<file path="config.mk">
export PLATFORM = sky130hd
export DESIGN_NAME = gpio_bank
export DESIGN_NICKNAME = d
export VERILOG_FILES = /design/src/rtl/gpio_bank.sv
export SDC_FILE = /design/constraint.sdc
export NUM_CORES = 1
export LEC_CHECK = 0
export BUFFER_PORTS_ARGS = -buffer_cell sky130_fd_sc_hd__buf_2
export CAP_MARGIN = 20
export CORE_ASPECT_RATIO = 0.6
export CORE_UTILIZATION = 25
export DETAILED_ROUTE_END_ITERATION = 10
export MAX_ROUTING_LAYER = met4
export PLACE_DENSITY = 0.39
export SETUP_SLACK_MARGIN = 0.2
export SKIP_CTS_REPAIR_TIMING = 1
export SYNTH_ARGS = -nofsm -noshare
export SYNTH_HDL_FRONTEND = slang
export SYNTH_SLANG_ARGS = --single-unit
</file>
<file path="constraint.sdc">
create_clock -name clk -period 3.6 [get_ports clk]
set_input_delay 0.18 -clock clk [delete_from_list [all_inputs] [get_ports clk]]
set_output_delay 0.18 -clock clk [all_outputs]
set_load 0.02 [all_outputs]
</file>
<file path="src/rtl/gpio_bank.sv">
`default_nettype none
// ============================================================================
// Module   : gpio_bank
// Brief    : Parametrised bidirectional GPIO bank with per-pin direction and
//            output registers, synchronised input sampling and edge-triggered
//            interrupts (rising / falling / both, per pin).
// Revision : 1.0 - initial release
// ============================================================================
// reset_n is expected to be released synchronously to clk by the board-level
// reset generator; assertion is fully asynchronous.
module gpio_bank #(
  parameter int               WIDTH       = 8,
  parameter int               SYNC_STAGES = 2,
  parameter logic [WIDTH-1:0] RESET_DDR   = '0,
  parameter logic [WIDTH-1:0] RESET_ODR   = '0
) (
  input  logic             clk,
  input  logic             reset_n,
  input  logic [2:0]       addr,
  input  logic [WIDTH-1:0] wdata,
  input  logic             write,
  input  logic             read,
  output logic [WIDTH-1:0] rdata,
  input  logic [WIDTH-1:0] pins_in,
  output logic [WIDTH-1:0] pins_out,
  output logic [WIDTH-1:0] pins_oe,
  output logic             irq
);

  localparam logic [2:0] ADDR_ODR   = 3'd0;
  localparam logic [2:0] ADDR_DDR   = 3'd1;
  localparam logic [2:0] ADDR_IDR   = 3'd2;
  localparam logic [2:0] ADDR_IER   = 3'd3;
  localparam logic [2:0] ADDR_ISR   = 3'd4;
  localparam logic [2:0] ADDR_IMODE = 3'd5;
  localparam logic [2:0] ADDR_IBOTH = 3'd6;

  localparam int                WARM_W   = $clog2(SYNC_STAGES + 1);
  localparam logic [WARM_W-1:0] WARM_MAX = WARM_W'(SYNC_STAGES);

  logic [WIDTH-1:0]  odr_q,   odr_d;
  logic [WIDTH-1:0]  ddr_q,   ddr_d;
  logic [WIDTH-1:0]  ier_q,   ier_d;
  logic [WIDTH-1:0]  isr_q,   isr_d;
  logic [WIDTH-1:0]  imode_q, imode_d;
  logic [WIDTH-1:0]  iboth_q, iboth_d;
  logic [WIDTH-1:0]  rdata_q, rdata_d;
  logic [WIDTH-1:0]  prev_q;
  logic [WIDTH-1:0]  sync_q [SYNC_STAGES];
  logic [WARM_W-1:0] warm_q,  warm_d;
  logic              warm_done_q;
  logic              irq_q;

  logic [WIDTH-1:0]  idr;
  logic [WIDTH-1:0]  rise;
  logic [WIDTH-1:0]  fall;
  logic [WIDTH-1:0]  hit;
  logic [WIDTH-1:0]  isr_clr;

  assign idr  = sync_q[SYNC_STAGES-1];
  assign rise = idr & ~prev_q;
  assign fall = ~idr & prev_q;

  // Edge selection per pin; suppressed until the sync chain and prev sample
  // both hold real pad levels, so reset-time levels never look like edges.
  always_comb begin
    hit = '0;
    if (warm_done_q) begin
      hit = (iboth_q & (rise | fall))
          | (~iboth_q &  imode_q & fall)
          | (~iboth_q & ~imode_q & rise);
    end
  end

  // Next-state for the register file, warm-up counter and read data.
  always_comb begin
    odr_d   = odr_q;
    ddr_d   = ddr_q;
    ier_d   = ier_q;
    imode_d = imode_q;
    iboth_d = iboth_q;
    rdata_d = rdata_q;
    isr_clr = '0;
    warm_d  = (warm_q == WARM_MAX) ? warm_q : warm_q + WARM_W'(1);
    if (write) begin
      case (addr)
        ADDR_ODR:   odr_d   = wdata;
        ADDR_DDR:   ddr_d   = wdata;
        ADDR_IER:   ier_d   = wdata;
        ADDR_ISR:   isr_clr = wdata;
        ADDR_IMODE: imode_d = wdata;
        ADDR_IBOTH: iboth_d = wdata;
        default:    ;
      endcase
    end
    // A set from a new edge wins over a same-cycle write-1-to-clear.
    isr_d = (isr_q & ~isr_clr) | hit;
    if (read) begin
      case (addr)
        ADDR_ODR:   rdata_d = odr_q;
        ADDR_DDR:   rdata_d = ddr_q;
        ADDR_IDR:   rdata_d = idr;
        ADDR_IER:   rdata_d = ier_q;
        ADDR_ISR:   rdata_d = isr_q;
        ADDR_IMODE: rdata_d = imode_q;
        ADDR_IBOTH: rdata_d = iboth_q;
        default:    rdata_d = '0;
      endcase
    end
  end

  // Register file, interrupt state and registered read data.
  always_ff @(posedge clk or negedge reset_n) begin
    if (!reset_n) begin
      odr_q       <= RESET_ODR;
      ddr_q       <= RESET_DDR;
      ier_q       <= '0;
      isr_q       <= '0;
      imode_q     <= '0;
      iboth_q     <= '0;
      rdata_q     <= '0;
      warm_q      <= '0;
      warm_done_q <= 1'b0;
      irq_q       <= 1'b0;
    end else begin
      odr_q       <= odr_d;
      ddr_q       <= ddr_d;
      ier_q       <= ier_d;
      isr_q       <= isr_d;
      imode_q     <= imode_d;
      iboth_q     <= iboth_d;
      rdata_q     <= rdata_d;
      warm_q      <= warm_d;
      // One extra cycle after saturation lets prev catch up with IDR.
      warm_done_q <= (warm_q == WARM_MAX);
      irq_q       <= |(isr_q & ier_q);
    end
  end

  // Input synchroniser chain and previous-sample register for edge detect.
  always_ff @(posedge clk or negedge reset_n) begin
    if (!reset_n) begin
      for (int s = 0; s < SYNC_STAGES; s++) begin
        sync_q[s] <= '0;
      end
      prev_q <= '0;
    end else begin
      sync_q[0] <= pins_in;
      for (int s = 1; s < SYNC_STAGES; s++) begin
        sync_q[s] <= sync_q[s-1];
      end
      prev_q <= idr;
    end
  end

  assign rdata    = rdata_q;
  assign pins_out = odr_q;
  assign pins_oe  = ddr_q;
  assign irq      = irq_q;

endmodule
`default_nettype wire
</file>
==> impl_summary.log <==
[metrics] run status: finished with violations
[metrics] failing checks: hold timing
[metrics] clock root buffer master: sky130_fd_sc_hd__clkbuf_16
[metrics] combined area of the multi-input logic cells: approximately 0.0017 mm^2
[metrics] number of unique standard cell types used by synthesis: 37
[metrics] number of antenna-violating nets in the routed design: 0
[metrics] Mapped Avg Cell Area: between 10 and 15 um^2
[metrics] length of routed met2 wiring: ~3.8 mm
[metrics] relative slew slack: 0.451
[metrics] sum of buffers and inverters on the critical path: 2
[metrics] worst supply voltage drop on vdd: roughly 190 uV
[metrics] CP max-delay cell: sky130_fd_sc_hd__or3_1
[metrics] area taken by flip-flops and latches: 0.00210 mm^2
[metrics] library cell occupying the most area in the post-synthesis netlist: sky130_fd_sc_hd__dfrtp_1
[metrics] routed wl met3: about 450 um
[metrics] maximum count of clock buffers along a single path: 2
[metrics] fill cell instance count of the final layout: approximately 1.6k
[metrics] initial core utilization: 0.258
[metrics] async set-or-reset flop fraction in the synthesized netlist: 1.00
[metrics] die span in x: around 170 um
[metrics] number of enable flip-flop cells after synthesis: 0
[metrics] largest net degree at the start of global routing: 64
[metrics] fraction of layout instances using a drive strength above 1: 0.301
[metrics] Chip Height: 99.9 um
[metrics] DRC violation count after routing: 0
[metrics] crit path launch type: primary input
[metrics] sequential share of the synthesized area: 0.526
[metrics] power per cell area: ~560 mW/mm^2
[metrics] CTS tree: yes
[metrics] First DRT Iteration DRCs: ~110
[metrics] slew at the pin closest to its max-slew limit: about 820 ps
[metrics] net count of the mapped netlist: ~350
[metrics] H-Tree Depth: 3
[metrics] overall fraction of global-route tracks in use: 0.138
[metrics] clock buffers created by TritonCTS: 9
[metrics] commonest non-fill, non-tap cells in the layout: sky130_fd_sc_hd__dfrtp_1 (84), sky130_fd_sc_hd__buf_2 (46), sky130_fd_sc_hd__inv_1 (25), sky130_fd_sc_hd__mux2_2 (24), sky130_fd_sc_hd__ha_1 (17)
[metrics] antenna violations before repair: 0
[metrics] final slew viol count: 0
[metrics] type of the worst setup path: in2reg
[metrics] latest clock arrival within the worst-skew pair: 340 ps
[metrics] maximum fanout encountered on the critical timing path: 34
[metrics] most common cell after layout, fill and taps aside: sky130_fd_sc_hd__dfrtp_1
[metrics] most common flop cell mapped by yosys: sky130_fd_sc_hd__dfrtp_1
[metrics] wire length per cell: 17.9 um
[metrics] Overflow after GRT: 0
[metrics] Fmax: 544 MHz
[metrics] cell area after synthesis: roughly 0.0040 mm^2
[metrics] via count of the first global-routing pass: roughly 2.6k
[metrics] I/O pin count: 48
[metrics] Post-Syn Instances: ~310
[metrics] global-route wire length before repair: 15.9 mm
[metrics] final worst-path cycle share: 0.511
[metrics] sum of negative setup slack: 0 ps
[metrics] count of buffers inserted at the top-level ports: 47
[metrics] leakage power: 0.00219 uW
[metrics] Layout Nets: ~400
[metrics] crit-path leading delay family: simple AND/OR/NAND/NOR gates
[metrics] clock tree skew after final layout: 6.41 ps
[metrics] HPWL after DPL: around 7.0 mm
[metrics] class of the worst hold path: in2async
[metrics] number of flip-flops and latches in the synthesized netlist: 84
[metrics] average vias per placed instance: 4.56
[metrics] proportion of netlist area held by the largest area contributor: 0.526
[metrics] setup violators final: 0
[metrics] antenna cells: 0
[metrics] area of the core: 0.0155 mm^2
[metrics] clock tree sinks: 84
[metrics] DRT Wirelength: roughly 10 mm
[metrics] Setup crit end kind: flop
[metrics] routability cong.: roughly 0.74
[metrics] final hold violations: 62
[metrics] unrepaired setup endpoints after global routing: false
[metrics] number of placement rows: 35
[metrics] warning count from the yosys run: 0
[metrics] post-route minimum period: approximately 1800 ps
[metrics] max_cap viols: 0
[metrics] Fin Hold WS: -72.9 ps
[metrics] topmost layer with routed signal wires: met4
[metrics] layout-stage area growth over the synthesis result: 20.2%
[metrics] Worst-path clk slew: about 60 ps
[metrics] post-route met1 wirelength: 5.94 mm
[metrics] worst path cell trace: buf_2 -> inv_2 -> or3_1 -> mux2_4
[metrics] Arrival @ worst endpoint: just over 2000 ps
[metrics] via count: ~2.6k
[metrics] Req. time, crit path: 3820 ps
[metrics] length of the first detailed-routing pass in iterations: 5
[metrics] leading post-synthesis cells by cell area: sky130_fd_sc_hd__dfrtp_1 (53%), sky130_fd_sc_hd__mux2_2 (6.8%), sky130_fd_sc_hd__mux2_4 (6.0%)
[metrics] die area: between 0.015 and 0.02 mm^2
[metrics] crit-path max cell delay: around 750 ps
==> metal layers <==
layer / up-vias / global-route usage
li1: 1234 / -
met5: - / -
met1: 1304 / 0.219
met4: 0 / 0.0374
met3: 7 / 0.0351
met2: 62 / 0.164
==> final timing paths <==
kind	from	endpoint	slack (ps)	cells past startpoint
min in group clk	read	rdata[6]	160	2
max in group asynchronous	reset_n	ier_q[2]	2810	2
max reg2reg	idr[3]	isr_q[3]	2240	5
min reg2reg	sync_q[12]	idr[4]	350	0
max	addr[2]	imode_q[7]	1760	4
min	reset_n	prev_q[3]	-70	1
==> report_power, final <==
group	total, uW	switching [uW]	internal [uW]
Sequential	1210	131	1080
Combinational	493	259	234
Clock	1000	378	623
==> Yosys cell counts (2+ instances only) <==
cell / n
sky130_fd_sc_hd__a211oi_1: 9
sky130_fd_sc_hd__clkbuf_1: 3
sky130_fd_sc_hd__nand4b_1: 13
sky130_fd_sc_hd__nor4b_4: 2
sky130_fd_sc_hd__o21ai_0: 8
sky130_fd_sc_hd__mux2i_1: 15
sky130_fd_sc_hd__buf_6: 4
sky130_fd_sc_hd__nand3_1: 2
sky130_fd_sc_hd__a22oi_1: 4
sky130_fd_sc_hd__mux2_4: 16
sky130_fd_sc_hd__nor3_1: 2
sky130_fd_sc_hd__buf_1: 3
sky130_fd_sc_hd__buf_4: 3
sky130_fd_sc_hd__a21oi_1: 15
sky130_fd_sc_hd__ha_1: 17
sky130_fd_sc_hd__buf_2: 4
sky130_fd_sc_hd__o211ai_1: 6
sky130_fd_sc_hd__inv_1: 25
sky130_fd_sc_hd__nand3b_1: 6
sky130_fd_sc_hd__nor2b_1: 8
sky130_fd_sc_hd__a22o_1: 8
sky130_fd_sc_hd__dfrtp_1: 84
sky130_fd_sc_hd__mux2_2: 24
sky130_fd_sc_hd__o22ai_1: 7
sky130_fd_sc_hd__nand2_1: 13
==> per-stage QoR <==
stage / util / std cells / cell area (um^2) / setup slack [ps] / total power (uW)
after detailed placement: 0.284 / 548 / 4390 / 1410 / 1720
after CTS: 0.304 / 563 / 4710 / 1760 / 2720
final: 0.310 / 572 / 4800 / 1760 / 2700
after floorplan: - / 313 / 3990 / 2300 / 1520
after global routing: 0.310 / 572 / 4800 / 1680 / 2830
after global placement: 0.284 / 548 / 4390 / 1420 / 1710
==> worst register-to-register path, cell delays in order (launching register included) <==
cell and delay [ps]:
sky130_fd_sc_hd__dfrtp_1 420, sky130_fd_sc_hd__ha_1 190, sky130_fd_sc_hd__nor2b_1 120, sky130_fd_sc_hd__a211oi_1 210, sky130_fd_sc_hd__a21oi_1 80, sky130_fd_sc_hd__a22o_1 230
==> logic make-up after synthesis <==
| logic type | Yosys count | synth area share |
|---|---|---|
| adder cells (fa/ha/maj) | 17 | 0.0533 |
| flip-flops | 84 | 0.526 |
| AND/OR/NAND/NOR | 53 | 0.0975 |
| XOR/XNOR | 1 | 0.00219 |
| buffers and inverters | 43 | 0.0520 |
| multiplexers | 56 | 0.171 |
| AO/OA/AOI/OAI | 59 | 0.0975 |
==> area by class of cell <==
cell class              count  share of cell area
repair buffers             58              0.0717
flip-flops and latches     84               0.438
multi-input cells         186               0.351
well taps                 203              0.0529
clock inverters             4              0.0154
clock buffers              11              0.0506
inverters                  26              0.0203
==> sequential cells by signal (all words and copies together), names as in the netlist <==
| signal | cells |
|---|---|
| iboth_q | 8 |
| idr | 8 |
| ier_q | 8 |
| imode_q | 8 |
| irq | 1 |
| isr_q | 8 |
| pins_oe | 8 |
| pins_out | 8 |
| prev_q | 8 |
| rdata | 8 |
| sync_q | 8 |
| warm_done_q | 1 |
| warm_q | 2 |
Note: power is estimated with default switching activity, not from simulation.
